`src/rtl/serial_adder_ctrl.sv`:
```
// serial_adder_ctrl: drives an external 1-bit full-adder cell for WIDTH
// cycles, LSB first, to add two WIDTH-bit operands plus a carry-in.
// Operands arrive on a valid/ready handshake; the result leaves on another.
module serial_adder_ctrl #(
  parameter int WIDTH = 4
) (
  input  logic             clk,
  input  logic             rst,
  input  logic             in_valid,
  output logic             in_ready,
  input  logic [WIDTH-1:0] in_a,
  input  logic [WIDTH-1:0] in_b,
  input  logic             in_cin,
  output logic             fa_a,
  output logic             fa_b,
  output logic             fa_cin,
  input  logic             fa_sum,
  input  logic             fa_cout,
  output logic             out_valid,
  input  logic             out_ready,
  output logic [WIDTH-1:0] out_sum,
  output logic             out_cout,
  output logic             busy
);

  // A 1-bit counter is kept even for WIDTH=1 so the index is never zero-width.
  localparam int CW = (WIDTH > 1) ? $clog2(WIDTH) : 1;
  localparam logic [CW-1:0] LAST_BIT = CW'(WIDTH - 1);

  typedef enum logic [1:0] {
    S_IDLE = 2'd0,
    S_RUN  = 2'd1,
    S_DONE = 2'd2
  } state_t;

  state_t           r_state;
  state_t           w_state_nxt;
  logic [WIDTH-1:0] r_a;
  logic [WIDTH-1:0] r_b;
  logic [WIDTH-1:0] r_sum;
  logic             r_carry;
  logic [CW-1:0]    r_bit_cnt;
  logic             r_in_ready;
  logic             r_out_valid;
  logic             r_busy;
  logic             w_accept;
  logic             w_run;
  logic             w_last;

  assign w_accept = (r_state == S_IDLE) && in_valid;
  assign w_run    = (r_state == S_RUN);
  assign w_last   = (r_bit_cnt == LAST_BIT);

  // Next-state decode: IDLE -> RUN on accept, RUN -> DONE after the top bit,
  // DONE -> IDLE when the consumer takes the result.
  always_comb begin
    w_state_nxt = r_state;
    case (r_state)
      S_IDLE: begin
        if (in_valid) w_state_nxt = S_RUN;
        else          w_state_nxt = S_IDLE;
      end
      S_RUN: begin
        if (w_last) w_state_nxt = S_DONE;
        else        w_state_nxt = S_RUN;
      end
      S_DONE: begin
        if (out_ready) w_state_nxt = S_IDLE;
        else           w_state_nxt = S_DONE;
      end
      default: w_state_nxt = S_IDLE;
    endcase
  end

  // State register; handshake/status flags are registered from the next
  // state so they come straight off flops.
  always_ff @(posedge clk) begin
    if (rst) begin
      r_state     <= S_IDLE;
      r_in_ready  <= 1'b1;
      r_out_valid <= 1'b0;
      r_busy      <= 1'b0;
    end else begin
      r_state     <= w_state_nxt;
      r_in_ready  <= (w_state_nxt == S_IDLE);
      r_out_valid <= (w_state_nxt == S_DONE);
      r_busy      <= (w_state_nxt != S_IDLE);
    end
  end

  // Operand latch on accept, then one sum bit and the carry per RUN cycle.
  always_ff @(posedge clk) begin
    if (rst) begin
      r_a       <= {WIDTH{1'b0}};
      r_b       <= {WIDTH{1'b0}};
      r_sum     <= {WIDTH{1'b0}};
      r_carry   <= 1'b0;
      r_bit_cnt <= {CW{1'b0}};
    end else if (w_accept) begin
      r_a       <= in_a;
      r_b       <= in_b;
      r_sum     <= {WIDTH{1'b0}};
      r_carry   <= in_cin;
      r_bit_cnt <= {CW{1'b0}};
    end else if (w_run) begin
      r_sum[r_bit_cnt] <= fa_sum;
      r_carry          <= fa_cout;
      if (!w_last) begin
        r_bit_cnt <= r_bit_cnt + CW'(1);
      end
    end
  end

  // Cell inputs: current bit pair and running carry while running, else 0.
  always_comb begin
    fa_a   = 1'b0;
    fa_b   = 1'b0;
    fa_cin = 1'b0;
    if (w_run) begin
      fa_a   = r_a[r_bit_cnt];
      fa_b   = r_b[r_bit_cnt];
      fa_cin = r_carry;
    end else begin
      fa_a   = 1'b0;
      fa_b   = 1'b0;
      fa_cin = 1'b0;
    end
  end

  assign in_ready  = r_in_ready;
  assign out_valid = r_out_valid;
  assign busy      = r_busy;
  assign out_sum   = r_sum;
  assign out_cout  = r_carry;

endmodule
```
`config.mk`:
```
export PLATFORM = sky130hd
export DESIGN_NAME = serial_adder_ctrl
export DESIGN_NICKNAME = d
export VERILOG_FILES = /design/src/rtl/serial_adder_ctrl.sv
export SDC_FILE = /design/constraint.sdc
export NUM_CORES = 1
export LEC_CHECK = 0
export BUFFER_PORTS_ARGS = -buffer_cell sky130_fd_sc_hd__clkbuf_2
export CELL_PAD_IN_SITES_DETAIL_PLACEMENT = 0
export CELL_PAD_IN_SITES_GLOBAL_PLACEMENT = 1
export CORE_AREA = 2 2 47 57
export CTS_BUF_LIST = sky130_fd_sc_hd__clkbuf_4 sky130_fd_sc_hd__clkbuf_8 sky130_fd_sc_hd__clkbuf_16
export CTS_CLUSTER_DIAMETER = 120
export DETAILED_ROUTE_END_ITERATION = 8
export DIE_AREA = 0 0 49 59
export PLACE_DENSITY = 0.84
export SYNTH_ARGS = -nofsm -noshare
export SYNTH_HDL_FRONTEND = slang
export SYNTH_SLANG_ARGS = --single-unit
```
`constraint.sdc`:
```
create_clock -name clk -period 3.83 [get_ports clk]
set_clock_uncertainty 0.1 [all_clocks]
set_input_delay 0.766 -clock clk [delete_from_list [all_inputs] [get_ports clk]]
set_output_delay 0.766 -clock clk [all_outputs]
set_load 0.01 [all_outputs]
```
==> results.ini <==
[floorplan]
rows = 19
start_util_pct = 37.9
fp.dieArea_mm2 = 0.00289
io_pins = 26
core-area_mm2 = 0.00231
fp.dieH_um = 59
fp.dieW_um = 49

[sta]
finalSetupTns_ns = 0
finalSetupViolations = 0
grt_setup_unrepaired = false
clock.fmax_mhz = 402
drv_slew = 0
setup_slack_ns = 1.34
finalHoldViolCount = 0
maxSlewHeadroom_pct = 70.1
period_minus_slack_ns = 2.49
tightest_slew_ns = 0.448
timing.hold.ws_ns = 0.359
fin_crit_sh_pct = 65.0

[clock_network]
clock-root-buffer = clkbuf_4
clockBufferDepth = 2
cts_tree = yes
h-tree-depth = 1
cts_made_buffers = 3
ctsHoldBuffers = 0
ctsResizeCount = 0
clk_latency_ns = 0.30
clock_sinks = 20
postCtsSetupBuffers = 0
clk_pin_slew_ns = 0.11

[min_path]
hp-class = flop to flop

[detailed_routing]
drt_iter0_markers = 8
dr.max_layer_used = met4
drc = 0
vias = 714
via_per_inst = 4.64
drt_pass1_iterations = 4
routed_wl_um = 1660
ant_nets = 0
routed-wl-met2_um = 789
wl_met1_um = 764
met3_length_um = 74
post_drt_wl_per_cell_um = 10.8

[outcome]
outcome = finished clean

[critical_path]
critPathKind = flop to output pin
start_kind = flop
cp_cell_sequence = mux4_2 -> and2_1 -> clkbuf_2
crit_fanout = 6
cp_data_arrival_time_ns = 1.62
cp_slowest_cell = mux4_2
slowest_delay_ns = 0.53
path_buf_inv = 1
cp.required_ns = 2.96
crit_family = multiplexers
crit_path_end_kind = output pin

[final_layout]
fin_nets = 143
multiInputGateArea_um2 = 439
drive_above_1_share_pct = 29.3
fill_cells = 233
area_delta_synth_final_pct = 21.6
n_antenna_cell = 0
fin_cells = 154
seqCellArea_um2 = 400

[grt]
grt_pass1_vias = 679
grt_antenna_before_repair = 0
grt_max_degree = 15
grt_pass1_wl_um = 2970
grt_usage_pct = 13.4
grt_overflow_total = 0

[placement]
dpl.cell_count = 150
hpwl_um = 1270
placement.io_buffers = 25
dpl_worst_slack_ns = 1.66
place_congestion = 0.720

[flow_run]
cap_violations = 0

[yosys]
syn_area_per_cell_um2 = 9.10
ys_ff_latch = 20
seq_area_frac_synth_pct = 45.8
synthDistinctLibCells = 24
syn_nets = 115
yosysWarningCount = 0
netlist_instances = 96
synthesis.area_um2 = 873

[power_and_ir_drop]
ir_worst_vdd_uv = 225
pwr_density_cell_mw_per_mm2 = 376
power_mw = 0.400
leakage_nw = 0.455

==> synthesized netlist by cell type (all sizes together) <==
cell / number / share of area [%]
a211oi: 1 / 0.86
a21oi: 17 / 10
and2: 3 / 2.1
and2b: 1 / 0.86
buf: 1 / 0.86
clkbuf: 1 / 0.43
dfxtp: 20 / 46
ha: 4 / 5.7
inv: 6 / 2.6
mux4: 2 / 5.2
nand2: 19 / 8.2
nand2b: 2 / 2.3
nand3: 4 / 2.3
nand3b: 1 / 0.86
nor2: 4 / 1.7
nor3b: 2 / 3.6
o21ai: 4 / 2.3
o21bai: 1 / 0.86
or3b: 2 / 2.3
xnor2: 1 / 1.0
==> layer usage <==
metal  vias up  track usage, %
met5         -               0
met4         0            6.12
met3         4            2.78
met2        20            22.9
met1       314            16.4
li1        376               -
==> per-stage QoR <==
stage                     instance area, µm²  utilization (%)
after floorplan                          873                -
after global placement                  1030             44.5
after detailed placement                1030             44.5
after CTS                               1060             46.1
after global routing                    1060             46.1
final                                   1060             46.1
==> cell type report <==
type	count	share of cell area, %
clock buffers	4	3.42
inverters	6	2.12
multi-input cells	68	41.3
flip-flops and latches	20	37.7
well taps	31	3.65
repair buffers	25	11.8
==> cell usage in the layout (no fill, tap or decap), drive strengths merged <==
cell type,instances
dfxtp,20
nor3b,2
inv,6
nand3,4
nand2,19
o21ai,4
and2b,1
mux4,2
nor2,4
and2,3
a211oi,1
xnor2,1
nand3b,1
ha,4
clkbuf,29
nand2b,2
or3b,2
a21oi,17
o21bai,1
==> sequential cells by signal (all words and copies together), names as in the netlist <==
signal     cells
out_cout       1
busy           1
out_valid      1
r_state        2
in_ready       1
out_sum        4
r_a            4
r_bit_cnt      2
r_b            4
==> cell families after synthesis <==
kind of cell / share of synthesized area [%]
buffers and inverters: 3.87
and+or+nand+nor: 24.2
adders and majority gates: 5.73
xor gates and xnor gates: 1.00
muxes: 5.16
DFF: 45.8
AOI/OAI and AO/OA: 14.2
==> final timing paths <==
path	cells after the start	from	slack, ns	endpoint
max	3	r_bit_cnt[0]	1.34	fa_a
min	2	r_b[0]	0.36	r_b[0]
max reg2reg	3	r_state[0]	2.39	out_cout
min reg2reg	2	r_b[0]	0.36	r_b[0]
==> report_power, final <==
group	internal [mW]	switching [mW]
registers	0.218	0.00769
logic	0.0243	0.0281
clock network	0.0580	0.0633
==> worst reg2reg max path, cell delays in order, from the launching register on <==
cell      delay [ns]
dfxtp_1         0.40
or3b_1          0.59
nor2_1          0.18
a211oi_1        0.06
Note: power is estimated with default switching activity, not from simulation.
